==> src/rtl/alu_issue.sv <==
// RV32I ALU issue stage: decode into ALU op/operands, one-deep ID/EX slot.
// Optional skid buffer (registered in_ready) under `ALU_ISSUE_SKID_EN.
module alu_issue #(
  parameter int CNT_W = 16
) (
  input  logic             clk,
  input  logic             rst_n,
  input  logic             in_valid,
  output logic             in_ready,
  input  logic [31:0]      in_instr,
  input  logic [31:0]      in_rs1_val,
  input  logic [31:0]      in_rs2_val,
  input  logic             flush,
  output logic             out_valid,
  input  logic             out_ready,
  output logic [31:0]      out_a,
  output logic [31:0]      out_b,
  output logic [3:0]       out_alu_ctrl,
  output logic [4:0]       out_rd,
  output logic             out_wb_en,
  output logic             out_illegal,
  output logic [CNT_W-1:0] illegal_cnt
);

  typedef struct packed {
    logic        illegal;
    logic        wb_en;
    logic [3:0]  ctrl;
    logic [31:0] a;
    logic [31:0] b;
    logic [4:0]  rd;
  } pl_t;

  localparam logic [3:0] ADD = 4'd0;
  localparam logic [3:0] SUB = 4'd1;
  localparam logic [3:0] AND = 4'd2;
  localparam logic [3:0] OR  = 4'd3;
  localparam logic [3:0] XOR = 4'd4;
  localparam logic [3:0] SLT = 4'd5;
  localparam logic [3:0] SLL = 4'd6;
  localparam logic [3:0] SRL = 4'd7;

  logic [6:0] opc;
  logic [2:0] f3;
  logic [6:0] f7;
  logic       is_r;
  logic       is_i;
  logic       legal;
  logic [3:0] ctrl;
  pl_t        dec;
  logic       unused_rs_fields;

  assign opc  = in_instr[6:0];
  assign f3   = in_instr[14:12];
  assign f7   = in_instr[31:25];
  assign is_r = (opc == 7'b0110011);
  assign is_i = (opc == 7'b0010011);
  assign unused_rs_fields = ^in_instr[19:15];

  always_comb begin
    legal = 1'b0;
    ctrl  = ADD;
    unique case (1'b1)
      is_r: begin
        legal = 1'b1;
        unique case ({f7, f3})
          10'b0000000_000: ctrl = ADD;
          10'b0100000_000: ctrl = SUB;
          10'b0000000_111: ctrl = AND;
          10'b0000000_110: ctrl = OR;
          10'b0000000_100: ctrl = XOR;
          10'b0000000_010: ctrl = SLT;
          10'b0000000_001: ctrl = SLL;
          10'b0000000_101: ctrl = SRL;
          default:         legal = 1'b0;
        endcase
      end
      is_i: begin
        legal = 1'b1;
        unique case (f3)
          3'b000:  ctrl = ADD;
          3'b111:  ctrl = AND;
          3'b110:  ctrl = OR;
          3'b100:  ctrl = XOR;
          3'b010:  ctrl = SLT;
          3'b001:  begin ctrl = SLL; legal = (f7 == 7'd0); end
          3'b101:  begin ctrl = SRL; legal = (f7 == 7'd0); end
          default: legal = 1'b0;
        endcase
      end
      default: legal = 1'b0;
    endcase
  end

  // Illegal encodings issue as a zeroed, non-writing ADD.
  always_comb begin
    dec         = '0;
    dec.illegal = !legal;
    if (legal) begin
      dec.ctrl  = ctrl;
      dec.a     = in_rs1_val;
      dec.b     = is_r ? in_rs2_val
                       : {{20{in_instr[31]}}, in_instr[31:20]};
      dec.rd    = in_instr[11:7];
      dec.wb_en = (in_instr[11:7] != 5'd0);
    end
  end

  pl_t              slot_q, slot_d;
  logic             valid_q, valid_d;
  logic [CNT_W-1:0] cnt_q, cnt_d;
  logic             in_fire;
  logic             out_fire;

  assign out_fire = valid_q && out_ready;
  assign in_fire  = in_valid && in_ready;

`ifdef ALU_ISSUE_SKID_EN
  pl_t  skid_q, skid_d;
  logic skid_v_q, skid_v_d;
  logic slot_free;

  assign slot_free = !valid_q || out_ready;
  assign in_ready  = !skid_v_q && !flush;

  always_comb begin
    slot_d   = slot_q;
    valid_d  = valid_q;
    skid_d   = skid_q;
    skid_v_d = skid_v_q;
    if (flush) begin
      valid_d  = 1'b0;
      skid_v_d = 1'b0;
    end else if (skid_v_q) begin
      if (slot_free) begin
        slot_d   = skid_q;
        valid_d  = 1'b1;
        skid_v_d = 1'b0;
      end
    end else if (in_fire) begin
      if (slot_free) begin
        slot_d  = dec;
        valid_d = 1'b1;
      end else begin
        skid_d   = dec;
        skid_v_d = 1'b1;
      end
    end else if (out_fire) begin
      valid_d = 1'b0;
    end
  end

  always_ff @(posedge clk or negedge rst_n) begin
    if (!rst_n) begin
      skid_q   <= '0;
      skid_v_q <= 1'b0;
    end else begin
      skid_q   <= skid_d;
      skid_v_q <= skid_v_d;
    end
  end
`else
  assign in_ready = !flush && (!valid_q || out_ready);

  always_comb begin
    slot_d  = slot_q;
    valid_d = valid_q;
    if (flush) begin
      valid_d = 1'b0;
    end else if (in_fire) begin
      slot_d  = dec;
      valid_d = 1'b1;
    end else if (out_fire) begin
      valid_d = 1'b0;
    end
  end
`endif

  always_comb begin
    cnt_d = cnt_q;
    if (in_fire && dec.illegal && (cnt_q != '1))
      cnt_d = cnt_q + CNT_W'(1);
  end

  always_ff @(posedge clk or negedge rst_n) begin
    if (!rst_n) begin
      slot_q  <= '0;
      valid_q <= 1'b0;
      cnt_q   <= '0;
    end else begin
      slot_q  <= slot_d;
      valid_q <= valid_d;
      cnt_q   <= cnt_d;
    end
  end

  assign out_valid    = valid_q;
  assign out_a        = slot_q.a;
  assign out_b        = slot_q.b;
  assign out_alu_ctrl = slot_q.ctrl;
  assign out_rd       = slot_q.rd;
  assign out_wb_en    = slot_q.wb_en;
  assign out_illegal  = slot_q.illegal;
  assign illegal_cnt  = cnt_q;

endmodule

==> config.mk <==
export PLATFORM = sky130hd
export DESIGN_NAME = alu_issue
export DESIGN_NICKNAME = d
export VERILOG_FILES = /design/src/rtl/alu_issue.sv
export SDC_FILE = /design/constraint.sdc
export NUM_CORES = 1
export LEC_CHECK = 0
export CAP_MARGIN = 10
export CELL_PAD_IN_SITES_DETAIL_PLACEMENT = 0
export CELL_PAD_IN_SITES_GLOBAL_PLACEMENT = 1
export CORE_AREA = 2 2 106 128
export DETAILED_ROUTE_END_ITERATION = 8
export DIE_AREA = 0 0 108 130
export PLACE_DENSITY_LB_ADDON = 0.05
export SETUP_SLACK_MARGIN = 0.1
export SLEW_MARGIN = 10
export SYNTH_ARGS = -nofsm -noshare
export SYNTH_HDL_FRONTEND = slang
export SYNTH_SLANG_ARGS = --single-unit
==> constraint.sdc <==
create_clock -name clk -period 4.8 [get_ports clk]
set_input_delay 0.96 -clock clk [delete_from_list [all_inputs] [get_ports clk]]
set_output_delay 0.96 -clock clk [all_outputs]
set_load 0.02 [all_outputs]
# [After elaboration in Yosys (flattened, before gate mapping)]
# Index checks and enable logic that the tools add are counted.
[word_totals] ff_bits=92 input_bits=101 out_inout_bits=93 elab_cells=55
[op_classes] n_addsub=1 eq_ne=16 mux=11 bitwise=1 n_reduce_logical=18
[ops] cell="$mux W74" count=1
[ops] cell="$eq A10 B3 Y1 const B" count=4
[ops] cell="$mux W32" count=1
[ops] cell="$pmux W3 S7" count=1
[ops] cell="$pmux W3 S6" count=1
[ops] cell="$add A16 B1 Y16 const B" count=1
[ops] cell="$ne A16 B16 Y1 const B" count=1
[ops] cell="$eq A3 B3 Y1 const B" count=4
[ops] cell="$eq A10 B1 Y1 const B" count=1
[ops] cell="$eq A10 B2 Y1 const B" count=1
[ops] cell="$eq A10 B9 Y1 const B" count=1
[ops] cell="$logic_not A10 Y1" count=1
[ops] cell="$pmux W4 S2" count=1
[ops] cell="$reduce_or A8 Y1" count=1
[ops] cell="$eq A7 B5 Y1 const B" count=1
[ops] cell="$eq A7 B6 Y1 const B" count=1
[ops] cell="$logic_not A7 Y1" count=1
[ops] cell="$logic_and A1 B1 Y1" count=5
[ops] cell="$reduce_bool A5 Y1" count=1
[ops] cell="$reduce_or A5 Y1" count=1
[ops] cell="$mux W1" count=4
[ops] cell="$pmux W1 S2" count=2
[ops] cell="$eq A3 B1 Y1 const B" count=1
[ops] cell="$eq A3 B2 Y1 const B" count=1
[ops] cell="7 further kinds" count=9

# [Depth between registers and ports, before layout]
[logic_depth] ltp_word=7 depth_mapped=7 depth_no_buf=6

# [Least setup slack after synthesis]
# Ideal clock, no wire load.
[synth_timing] path_type="input port to flip-flop" startpoint="input in_instr[25]" endpoint="register slot_q, in the netlist out_b[0]" arrival_time_ns=2.429 path_slack_ns=2.279 stages=6 cell_sequence="or4_4 o41ai_2 nand4_1 buf_4 buf_6 o31ai_2"
[synth_via] elab_chain_len=5 word_cells_on_any_way=14 classes_between="7 x eq/ne; 4 x mux; 3 x reduce/logical"
[synth_rtl] item="from (decl)" line="10" text="input logic [31:0] in_instr,"
[synth_rtl] item="$eq A10 B3 Y1 (tied with other cells)" line="66" text="unique case ({f7, f3})"
[synth_rtl] item="$reduce_or A8 Y1 (no source line)"
[synth_rtl] item="$mux W1" line="66"
[synth_rtl] item="$pmux W1 S2 *" line="63" text="unique case (1'b1)"
[synth_rtl] item="$mux W74 *" line="99" text="if (legal) begin"
[synth_rtl] item="to (signal assigned)" line="191" text="slot_q <= slot_d;"
[synth_rtl] item="to (decl)" line="109" text="pl_t slot_q, slot_d;"
# Mark *: on every way between the ends. The rest lies on a longest branch, timed or not.
# A chain may end at the register's enable or synchronous reset.

# [Worst setup path in the final report]
[layout_timing] startpoint="input in_instr[25]" endpoint="register slot_q, in the netlist out_alu_ctrl[2]"
[layout_via] elab_chain_len=5 word_cells_on_any_way=16 classes_between="7 x eq/ne; 6 x mux; 3 x reduce/logical"
[layout_rtl] item="$eq A10 B3 Y1 (tied with other cells)" line="66"
[layout_rtl] item="$reduce_or A8 Y1 (no source line)"
[layout_rtl] item="$mux W1" line="66"
[layout_rtl] item="$pmux W1 S2" line="63"
[layout_rtl] item="$mux W74 *" line="99"
# Marked as above.

==> key figures <==
Cells and area
  • Ant. Diodes: 0
  • Final-stage net count: 634
  • Area delta synth->final: 55.3%
  • Fillers: 1224
  • Layout Cell Area excl Fill: 6430 µm²
  • Footprint of the multi-input gates: 1720 µm²
  • Final core utilization: 0.497
  • Register area: 2280 µm²
  • Share of cells above drive strength 1: 0.112

Timing
  • RSZ-0062 raised after global routing: no
  • Minimum clock period: 3.19 ns
  • Setup Total Neg Slack: 0 ns
  • Slew Viols, Final: 0
  • Tcrit/Tclk final: 0.665
  • Final Hold Viols: 0
  • Relative slew slack: 0.449
  • Final setup violation count: 0
  • FMAX: 0.313 GHz
  • Clk_skew: 0.00630 ns
  • Worst-margin pin slew: 0.827 ns

Clocking
  • Number of clock sinks: 91
  • Root Driver: clkbuf_16
  • Worst-path clk slew: 0.06 ns
  • Post-CTS setup buffers: 0
  • Clk_lat worst skew: 0.34 ns
  • Post-CTS resize count: 0
  • Cts hold-fix bufs: 0
  • TritonCTS clock tree: done
  • H-tree levels: 3
  • CTS buffer count: 9
  • Clock Path Buffers: 2

Flow run
  • Total of max-cap violations: 0

Pwr
  • VDD IR max: 0.000181 V
  • PwrDens: 281 nW/µm²
  • Leakage power: 2.64 nW

Logic synthesis
  • Post-synth top area cell: dfrtp_1
  • Async SR Flop Fraction: 1.00
  • Synthesized Nets: 458
  • Synth Instances: 356
  • Synth unique cells: 39
  • Commonest register cell after synthesis: dfrtp_1
  • Post-synth top area share: 0.550
  • Post-synth EDFFs: 0
  • Syn avg cell area: 11.6 µm²
  • Synth warnings: 0
  • Synth Register Bits: 91
  • Synth area leaders: dfrtp_1, o31ai_2, a22o_1
  • Register area share after synthesis: 0.550
  • Synthesized cell area: 4140 µm²

Placed design
  • DP HPWL: 7970 µm
  • I/O Buffers: 187
  • Placed Area: 6140 µm²
  • GPL Wtd Cong: 0.735

Worst setup path
  • R2R setup slack: 2.49 ns
  • Data arrival, critical path: 3.47 ns
  • Critical-path top delay cell: or4_4
  • CP Launch Type: input port
  • Crit end category: flop
  • Worst Path Required: 5.07 ns
  • Crit-path cells: clkdlybuf4s50_1 -> or4_4 -> o41ai_2 -> nand4_1 -> buf_4 -> nor2_2 -> buf_4 -> a32o_1
  • Most frequent CP cell: buf_4
  • Crit-path max FO: 42
  • Setup CP Type: input port to flop
  • Slowest stage delay, CP: 0.58 ns

Route
  • Wirelength, routed: 11800 µm
  • DR vias: 3443
  • DRT Pass-1 Iters: 4
  • Antenna Nets Post-Route: 0
  • DRC Markers: 0
  • Vias per Instance: 4.89
  • DRT iter0 DRCs: 193
  • WL/cell: 16.7 µm

Global route
  • First-pass GRT wire length: 18500 µm
  • GRT overflow: 0
  • Antenna violations before repair: 0
  • GRT Total Usage: 0.170
  • Number of global-route vias before repair: 3505
  • Largest net degree at the start of global routing: 63

Die
  • Chip height: 130 µm
  • Initial Util: 0.320
  • Die W: 108 µm
  • Ports: 194
  • # rows: 46
  • Die footprint: 14000 µm²
  • Total core area: 12900 µm²

Run status
  • Status: finished, final reports clean

Min path
  • Hold crit path type: flop to flop
[cells in the mapped netlist, drive strengths merged (9+ instances only)]
library cell  number
nand3             10
buf               14
nand2             39
mux2i             11
nand4             10
xnor2             16
dfrtp             91
a21oi             21
clkbuf            16
and3               9
a22o              39
nor2              14
o31ai             33
[through the flow]
| step | std cells | setup slack (ns) | power (mW) | hold slack, ns |
|---|---|---|---|---|
| after floorplan | 356 | 2.28 | 0.943 | 0.593 |
| after global placement | 689 | 1.24 | 1.11 | 0.461 |
| after detailed placement | 689 | 1.23 | 1.11 | 0.467 |
| after CTS | 704 | 1.59 | 1.84 | 0.481 |
| after global routing | 704 | 1.42 | 1.88 | 0.505 |
| final | 704 | 1.61 | 1.81 | 0.477 |
[critical path: cells and delay by family]
| kind | cells | cell delay, ns |
|---|---|---|
| and+or+nand+nor | 3 | 0.87 |
| buffers and inverters | 3 | 1.18 |
| AOI/OAI and AO/OA | 2 | 0.45 |
[path summary, 6_finish.rpt]
check                                    start  depth (start not counted)         endpoint
worst max register to register  illegal_cnt[0]                          6   illegal_cnt[1]
max in group asynchronous                rst_n                          2        out_valid
min in group asynchronous                rst_n                          1         out_b[2]
worst min-delay path                 out_b[13]                          2        out_b[13]
worst min register to register       out_b[13]                          2        out_b[13]
worst max-delay path              in_instr[25]                          8  out_alu_ctrl[2]
[layout make-up]
cell class / count / area share
sequential: 91 / 0.354
timing repair buffer: 195 / 0.300
multi-input combinational: 234 / 0.267
clock buffer: 11 / 0.0377
tap: 168 / 0.0327
clock inverter: 4 / 0.00798
inverter: 1 / 0.000584
[flip-flops by register name, summed over array words and instances, names as in the netlist]
register / flops
illegal_cnt: 16
out_a: 32
out_alu_ctrl: 3
out_b: 32
out_illegal: 1
out_rd: 5
out_valid: 1
out_wb_en: 1
[power by group]
part	internal [mW]	total (mW)	switching, mW
clock	0.415	0.709	0.294
combinational	0.148	0.273	0.125
sequential	0.792	0.824	0.0319
total	1.35	1.81	0.451
[cell families after synthesis]
family / share of synthesized area
buffers and inverters: 0.0374
XOR/XNOR: 0.0338
adder cells (fa/ha/maj): 0.00302
AND/OR/NAND/NOR: 0.124
other: 0.000905
multiplexers: 0.0293
flip-flops: 0.550
AO/OA/AOI/OAI: 0.222
[routing by layer]
layer / track usage / wire length [µm] / part of all wire
met4: 0.0633 / 153 / 0.013
met5: 0 / 0 / 0
met1: 0.224 / 5330 / 0.45
met3: 0.0380 / 790 / 0.067
met2: 0.274 / 5510 / 0.47
[cells in the final DEF (no fill, tap or decap), types with 2 or more instances in the layout]
| master | n |
|---|---|
| a21oi_1 | 21 |
| a22o_1 | 39 |
| a32o_1 | 2 |
| and2_1 | 2 |
| and3_1 | 9 |
| and4_1 | 2 |
| buf_4 | 9 |
| clkbuf_16 | 9 |
| clkdlybuf4s50_1 | 186 |
| dfrtp_1 | 91 |
| mux2i_1 | 11 |
| nand2_1 | 38 |
| nand3_1 | 10 |
| nand4_1 | 10 |
| nand4b_1 | 2 |
| nor2_1 | 13 |
| nor2b_1 | 5 |
| nor3_1 | 2 |
| o21ai_0 | 3 |
| o31ai_1 | 3 |
| o31ai_2 | 30 |
| or2_2 | 2 |
| xnor2_1 | 16 |
No activity file was read; power rests on OpenSTA's default activity.
